`src/rtl/nibble_add_pkg.sv`:
```
// Shared types and helpers for the nibble-serial adder controller and its 4-bit slice.
package nibble_add_pkg;

  typedef enum logic [1:0] {
    IDLE = 2'd0,
    RUN  = 2'd1,
    DONE = 2'd2
  } state_t;

  localparam int NIBBLE_W = 4;

  // Words up to 16 nibbles are handled by zero-extending to 64 bits at the call site.
  function automatic logic [NIBBLE_W-1:0] nibble_of(input logic [63:0] word, input int k);
    return word[k*NIBBLE_W +: NIBBLE_W];
  endfunction

  // One-bit full-adder cell: returns {carry_out, sum}.
  function automatic logic [1:0] full_add(input logic x, input logic y, input logic c);
    return {(x & y) | (c & (x ^ y)), x ^ y ^ c};
  endfunction

endpackage

```
`src/rtl/nibble_adder_slice.sv`:
```
// Combinational 4-bit ripple-carry adder slice, one full-adder cell per bit.
module nibble_adder_slice
  import nibble_add_pkg::*;
(
  input  logic [NIBBLE_W-1:0] x,
  input  logic [NIBBLE_W-1:0] y,
  input  logic                ci,
  output logic [NIBBLE_W-1:0] s,
  output logic                co
);

  logic [NIBBLE_W:0] c;

  assign c[0] = ci;

  for (genvar i = 0; i < NIBBLE_W; i++) begin : g_bit
    assign {c[i+1], s[i]} = full_add(x[i], y[i], c[i]);
  end

  assign co = c[NIBBLE_W];

endmodule

```
`src/rtl/nibble_serial_add_ctrl.sv`:
```
// Wide adder that time-shares one 4-bit slice, one nibble per cycle, LSB first.
// Define NIBBLE_SERIAL_SUB_EN to add a 'sub' input selecting A - B.
module nibble_serial_add_ctrl
  import nibble_add_pkg::*;
#(
  parameter int NIBBLES = 4,
  parameter int IDX_W   = (NIBBLES > 1) ? $clog2(NIBBLES) : 1
) (
  input  logic                    clk,
  input  logic                    rst,
  input  logic                    start,
  input  logic [NIBBLE_W*NIBBLES-1:0] a,
  input  logic [NIBBLE_W*NIBBLES-1:0] b,
  input  logic                    cin,
`ifdef NIBBLE_SERIAL_SUB_EN
  input  logic                    sub,
`endif
  output logic                    busy,
  output logic                    done,
  output logic [NIBBLE_W*NIBBLES-1:0] sum,
  output logic                    cout
);

  localparam int W = NIBBLE_W * NIBBLES;

  state_t              state, state_nxt;
  logic [IDX_W-1:0]    idx;
  logic                carry_q;
  logic [W-1:0]        a_q, b_q, partial_q, sum_q;
  logic                cout_q;

  logic [NIBBLE_W-1:0] slice_x, slice_y, slice_s;
  logic                slice_co;
  logic [W-1:0]        partial_upd;
  logic                last_nibble;

  assign slice_x     = nibble_of(64'(a_q), int'(idx));
  assign slice_y     = nibble_of(64'(b_q), int'(idx));
  assign last_nibble = (idx == IDX_W'(NIBBLES - 1));

  nibble_adder_slice u_slice (
    .x  (slice_x),
    .y  (slice_y),
    .ci (carry_q),
    .s  (slice_s),
    .co (slice_co)
  );

  // The final nibble is merged here so sum can load the complete result in one step.
  always_comb begin
    partial_upd = partial_q;
    partial_upd[int'(idx)*NIBBLE_W +: NIBBLE_W] = slice_s;
  end

  always_ff @(posedge clk) begin
    if (rst) state <= IDLE;
    else     state <= state_nxt;
  end

  always_comb begin
    state_nxt = state;
    case (state)
      IDLE:    if (start) state_nxt = RUN;
      RUN:     if (last_nibble) state_nxt = DONE;
      DONE:    state_nxt = IDLE;
      default: state_nxt = IDLE;
    endcase
  end

  always_ff @(posedge clk) begin
    if (rst) begin
      idx       <= '0;
      carry_q   <= 1'b0;
      a_q       <= '0;
      b_q       <= '0;
      partial_q <= '0;
      sum_q     <= '0;
      cout_q    <= 1'b0;
    end else begin
      case (state)
        IDLE: begin
          if (start) begin
            a_q <= a;
            idx <= '0;
`ifdef NIBBLE_SERIAL_SUB_EN
            // Subtraction as A + ~B + 1: invert B once here and seed the carry.
            b_q     <= sub ? ~b : b;
            carry_q <= sub ? 1'b1 : cin;
`else
            b_q     <= b;
            carry_q <= cin;
`endif
          end
        end
        RUN: begin
          partial_q <= partial_upd;
          carry_q   <= slice_co;
          if (last_nibble) begin
            sum_q  <= partial_upd;
            cout_q <= slice_co;
          end else begin
            idx <= idx + 1'b1;
          end
        end
        default: ;
      endcase
    end
  end

  assign busy = (state == RUN);
  assign done = (state == DONE);
  assign sum  = sum_q;
  assign cout = cout_q;

endmodule
```
`config.mk`:
```
export PLATFORM = sky130hd
export DESIGN_NAME = nibble_serial_add_ctrl
export DESIGN_NICKNAME = d
export VERILOG_FILES = /design/src/rtl/nibble_add_pkg.sv /design/src/rtl/nibble_adder_slice.sv /design/src/rtl/nibble_serial_add_ctrl.sv
export SDC_FILE = /design/constraint.sdc
export NUM_CORES = 1
export LEC_CHECK = 0
export CORE_MARGIN = 8
export CORE_UTILIZATION = 50
export DETAILED_ROUTE_END_ITERATION = 7
export DONT_BUFFER_PORTS = 1
export GPL_ROUTABILITY_DRIVEN = 0
export PLACE_DENSITY = 0.64
export SLEW_MARGIN = 15
export SYNTH_ARGS = -nofsm -noshare
export SYNTH_HDL_FRONTEND = slang
export SYNTH_HIERARCHICAL = 1
export SYNTH_SLANG_ARGS = --single-unit
```
`constraint.sdc`:
```
create_clock -name clk -period 9.6 [get_ports clk]
set_input_delay 0.96 -clock clk [delete_from_list [all_inputs] [get_ports clk]]
set_output_delay 0.96 -clock clk [all_outputs]
set_load 0.01 [all_outputs]
```
======== Word-level counts from Yosys, hierarchy flattened ========
Cells that the tools add are included.
storage, ports and cells
  bits in registers ....................... 70
  input bits .............................. 36
  output and inout port bits .............. 19
  logic and storage cells ................. 56
operators by class
  add/sub/neg operators ................... 2
  equal/unequal tests ..................... 6
  shift operators ......................... 4
  multiplexer cells ....................... 9
  bitwise logic cells ..................... 20
  reductions and logical operators ........ 7
operators with widths
  kind                                                   number
  variable part select 64 x 5 -> 4 bit                   2
  negation 4 -> 33 bit                                   1
  variable shift 4 x 33 -> 16 bit, first input constant  1
  variable part select 4 x 33 -> 16 bit                  1
  bitwise mux 16 bit                                     1
  AND 1 bit                                              8
  2-to-1 mux 2 bit                                       4
  case mux 2 bit (2 select lines)                        2
  AND reduction 2 bit                                    4
  XOR 1 bit                                              8
  equality test 2 bit, second input constant             2
  inequality test 2 bit, second input constant           2
  OR 1 bit                                               4
  AND reduction 3 bit                                    1
  adder 2 x 1 -> 2 bit, second input constant            1
  equality test 2 x 1 -> 1 bit, second input constant    1
  logical NOT 2 bit                                      1
  inequality test 2 x 1 -> 1 bit, second input constant  1
  case mux 1 bit (2 select lines)                        1
  nonzero test 2 bit                                     1
  2-to-1 mux 1 bit                                       1

======== Longest topological paths before layout ========
  depth in word-level cells ............... 11
  mapped depth ............................ 13
  depth with buffers taken out ............ 11

======== Cells and area by module ========
Netlist, hierarchy kept.
modules (own cells, without submodules)
  module                  instances  cells each  area each (um2)  sequential area each (um2)
  nibble_serial_add_ctrl  1          337         3094.2           1401.3
  nibble_adder_slice      1          14          117.6            0.0

======== Worst setup path before layout ========
No wires, ideal clock.
  path kind ............................... register -> register
  start point ............................. reg idx[0]
  end point ............................... reg sum_q[15] (netlist: sum[15])
  data arrival time ....................... 3.065 ns
  slack ................................... 6.444 ns
  cell stages (with the launch flop) ...... 14
  path buffers ............................ 2
  clock period less this slack ............ 3.156 ns
  cell sequence ........................... dfxtp_1 -> buf_6 -> buf_6 -> mux4_2 -> inv_1 -> fa_1 -> inv_1 -> fa_1 -> fa_1 -> inv_1 -> fa_1 -> inv_1 -> nand4_1 -> a311oi_1
between the ends
  word-level cells in the longest chain between the ends .. 11
  elaborated cells between the ends (all ways) .. 25
  classes of those cells .................. add/sub (1); eq/ne (1); shift (4); mux (1); bitwise (17); reduce/logical (1)
RTL lines
  what                                       RTL line                       source
  start: declaration                         nibble_serial_add_ctrl.sv:27   logic [IDX_W-1:0] idx;
  start signal: assignment                   nibble_serial_add_ctrl.sv:102  idx <= idx + 1'b1;
  variable part select 64 x 5 -> 4 bit (*)   nibble_add_pkg.sv:14           return word[k*NIBBLE_W +: NIBBLE_W];
  named net slice_x[0]                       nibble_serial_add_ctrl.sv:32   logic [NIBBLE_W-1:0] slice_x, slice_y, slice_s;
  XOR 1 bit                                  nibble_add_pkg.sv:19           return {(x & y) | (c & (x ^ y)), x ^ y ^ c};
  AND 1 bit                                  nibble_add_pkg.sv:19
  OR 1 bit (*)                               nibble_add_pkg.sv:19
  AND 1 bit (*)                              nibble_add_pkg.sv:19
  OR 1 bit (*)                               nibble_add_pkg.sv:19
  AND 1 bit (*)                              nibble_add_pkg.sv:19
  OR 1 bit (*)                               nibble_add_pkg.sv:19
  XOR 1 bit (*)                              nibble_add_pkg.sv:19
  named net slice_s[3]                       nibble_serial_add_ctrl.sv:32
  variable part select 4 x 33 -> 16 bit (*)  nibble_serial_add_ctrl.sv:52   partial_upd[int'(idx)*NIBBLE_W +: NIBBLE_W] = slice_s;
  bitwise mux 16 bit (*)                     nibble_serial_add_ctrl.sv:52
  end signal: assignment                     nibble_serial_add_ctrl.sv:99   sum_q <= partial_upd;
  end: declaration                           nibble_serial_add_ctrl.sv:29   logic [W-1:0] a_q, b_q, partial_q, sum_q;
Mark *: on every way through the listed nets, which the timed path passes. The rest lies on a longest branch.
A chain may end at the register's enable or synchronous reset.

======== Worst setup path after layout ========
  start point ............................. reg idx[0]
  end point ............................... reg sum_q[7] (netlist: sum[7])
between the ends
  elaborated cells between the ends (all ways) .. 25
  classes of those cells .................. add/sub (1); eq/ne (1); shift (4); mux (1); bitwise (17); reduce/logical (1)
RTL lines
  what                                       RTL line
  variable part select 64 x 5 -> 4 bit (*)   nibble_add_pkg.sv:14
  named net slice_x[1]                       nibble_serial_add_ctrl.sv:32
  XOR 1 bit                                  nibble_add_pkg.sv:19
  AND 1 bit                                  nibble_add_pkg.sv:19
  OR 1 bit (*)                               nibble_add_pkg.sv:19
  AND 1 bit (*)                              nibble_add_pkg.sv:19
  OR 1 bit (*)                               nibble_add_pkg.sv:19
  XOR 1 bit (*)                              nibble_add_pkg.sv:19
  named net slice_s[3]                       nibble_serial_add_ctrl.sv:32
  variable part select 4 x 33 -> 16 bit (*)  nibble_serial_add_ctrl.sv:52
  bitwise mux 16 bit (*)                     nibble_serial_add_ctrl.sv:52
Marked as above.

==> flow_summary.ini <==
[status]
status = complete, no violations

[floorplan]
num_io_pins = 55
row_count = 29
initial_core_util_pct = 51.2
fp.coreArea_sq_um = 6280
die_w_um = 96.1
die_area_sq_um = 9240
fp.dieH_um = 96.1

[grt]
antenna_found_initial = 0
grt_pass1_wl_um = 11500
grt_max_degree = 76
grt_pass1_vias = 2394
overflow = 0
track_usage_pct = 16.2

[cells_and_area]
layout-drive-gt1-share_pct = 9.91
finalInstanceArea_sq_um = 3390
num_antenna_cells = 0
final_core_util_pct = 53.9
area_delta_synth_final_pct = 5.41
nets = 384
instances_no_fill = 420

[timing]
timing.final.crit_share_pct = 34.6
fin_worst_skew_ps = 6.56
rsz0062_at_grt = no
fmax_ghz = 0.301
finalMaxSlewViolations = 0
maxSlewHeadroom_pct = 53.9
setup_tns_ps = 0
hold_viol = 0
setup_violations = 0
worst_pin_slew_ps = 691
finalCriticalPeriod_ps = 3320

[power]
swShare_pct = 24.8
p_int_w = 0.000478
p_seq_share_pct = 48.5
power.density_nw_per_um2 = 188
peakVddDrop_v = 0.000119
share_comb_of_total_power_pct = 10.1
leakagePower_nw = 1.15
power.switching_w = 0.000158
clkPwrFrac_pct = 41.4

[setup_path]
critPathRequiredTime_ps = 9850
arrival_ps = 3580
crit_slowest_cell = mux4_2
crit_chain = buf_4 -> mux4_2 -> fa_1 -> fa_1 -> inv_1 -> fa_1 -> inv_1 -> nand4_1 -> a311oi_1
rrSetupSlack_ps = 6280
crit_type = flip-flop to flip-flop
crit_top_cell = fa_1
reg2reg_from = idx[0]
rr_endpoint = sum[7]
r2r.worst_path.cells = 9
end_kind = flip-flop
startpoint_type = flip-flop
critPathMaxStageDelay_ps = 540
crit_fanout = 16

[synth]
synthFlopType = dfxtp_1
yosys_warnings = 6
synth_nets = 397
netlist_top_cells_count = dfxtp_1 (70), nand2_1 (66), a21oi_1 (35), inv_1 (26), nor2_1 (23)
yosysTopAreaCell = dfxtp_1
async_flop_share_pct = 0
synthMostInstantiatedCell = dfxtp_1
ys_seq_area_share_pct = 43.6
ys_ff_latch = 70
synth_top_area_share_pct = 43.6
avgSynthCellArea_sq_um = 9.15
ys_types = 36
syn_area_sq_um = 3210
synth_edf_count = 0
synthTopCellsByArea = dfxtp_1 (44%), nand2_1 (7.7%), mux4_2 (5.6%), a21oi_1 (5.5%), o32ai_1 (3.3%)
syn_inst = 351

[placed_design]
port_buffers = 0
dpl_cell_area_sq_um = 3140
dp_hpwl_um = 4760
dp_cells = 403

[route]
drt_iter0_drc = 121
wl_per_cell_um = 16.7
first_pass_iters = 4
viasPerCell = 5.70
vias = 2393
route.detailed.drc = 0
drt_wl_total_um = 7000
antenna_left = 0

[hold_path]
worstHoldStart = b_q[15]
whs_path_depth = 2
hold_end = b_q[15]
hp-class = flip-flop to flip-flop

[clocking]
clockBufferDepth = 2
clock-sinks = 70
cts_resized = 0
cts_tree = done
postCtsSetupBuffers = 0
cts_root_buf = clkbuf_8
clkLatencyLatePin_ps = 340
htree_num_levels = 3
cts_buffers = 9
ctsHoldBuffers = 0
clk_pin_slew_worst_paths_ps = 70

[run]
maxCapViolCount = 0
worst max-delay path by stage:
stage | start | slack [ps] | to | cells past startpoint
final | idx[0] | 6280 | sum[7] | 9
after global routing | idx[0] | 6020 | sum[15] | 9
after CTS | idx[0] | 6250 | sum[7] | 9
after detailed placement | idx[0] | 6280 | sum[7] | 9
after global placement | idx[0] | 6380 | sum[15] | 9
after floorplan | idx[0] | 6440 | sum[15] | 13
area by class of cell:
cell class / count / area (sq um)
fill: 599 / 2890
multi-input combinational: 229 / 1530
sequential: 70 / 1400
clock buffer: 10 / 138
inverter: 26 / 97.6
tap: 77 / 96.3
clock inverter: 6 / 83.8
timing repair buffer: 2 / 35.0
sequential cells by signal, indices dropped and copies added (netlist names):
name / count
a_q: 16
b_q: 16
partial_q: 16
sum: 16
idx: 2
state: 2
carry_q: 1
cout: 1
cells in the final DEF, fill, tap and decap left out, types with 2 or more instances in the layout:
| cell type | instances |
|---|---|
| bufinv_16 | 2 |
| nand2_1 | 66 |
| nor2_1 | 23 |
| nand3_1 | 4 |
| clkinv_2 | 3 |
| a311oi_2 | 2 |
| a221oi_1 | 4 |
| nor3b_4 | 2 |
| a21oi_1 | 35 |
| nand4_1 | 12 |
| a32oi_1 | 4 |
| ha_1 | 6 |
| nor3_1 | 5 |
| mux4_2 | 8 |
| and2_1 | 3 |
| nand2b_1 | 12 |
| inv_1 | 26 |
| clkbuf_8 | 10 |
| a311oi_1 | 10 |
| and2b_1 | 2 |
| nand3b_1 | 7 |
| o32ai_1 | 12 |
| fa_1 | 4 |
| dfxtp_1 | 70 |
kinds of logic (layout without fill, tap and decap cells):
group / count (synthesis) / in the layout / synth area share, %
AND/OR/NAND/NOR: 142 / 142 / 21.9
multiplexers: 8 / 8 / 5.61
buffers and inverters: 52 / 44 / 8.80
flip-flops: 70 / 70 / 43.6
AO/OA/AOI/OAI: 69 / 69 / 15.3
adder cells (fa/ha/maj): 10 / 10 / 4.83
power by group through the flow:
| stage | logic, W | clock network (W) | registers, W |
|---|---|---|---|
| 6_report | 0.0000644 | 0.000263 | 0.000308 |
| 4_1_cts | 0.0000627 | 0.000271 | 0.000309 |
| 2_1_floorplan | 0.0000601 | 0 | 0.000312 |
| 5_1_grt | 0.0000717 | 0.000280 | 0.000310 |
| 3_3_place_gp | 0.0000603 | 0 | 0.000315 |
| 3_5_place_dp | 0.0000625 | 0 | 0.000315 |
stage by stage:
step                setup WS (ps)  hold WS, ps  power [W]
floorplan                    6440          433   0.000372
global placement             6380          439   0.000376
detailed placement           6280          440   0.000378
CTS                          6250          450   0.000642
global route                 6020          464   0.000662
finish                       6280          449   0.000636
routing by layer:
| layer | up-vias | track usage, % | part of all wire [%] |
|---|---|---|---|
| li1 | 1201 | - | - |
| met1 | 1130 | 19.5 | 45 |
| met2 | 52 | 25.7 | 48 |
| met3 | 10 | 4.76 | 5.4 |
| met4 | 0 | 8.58 | 1.9 |
| met5 | - | 0 | 0 |
worst max-delay path: cells and delay by family, from the launching register on:
| kind | cells | cell delay (ps) |
|---|---|---|
| compound gates | 1 | 260 |
| fa+ha+maj | 3 | 1180 |
| buf+inv | 3 | 590 |
| flops | 1 | 530 |
| mux | 1 | 540 |
| simple gates | 1 | 120 |
Power figures use the tool's default switching activity.
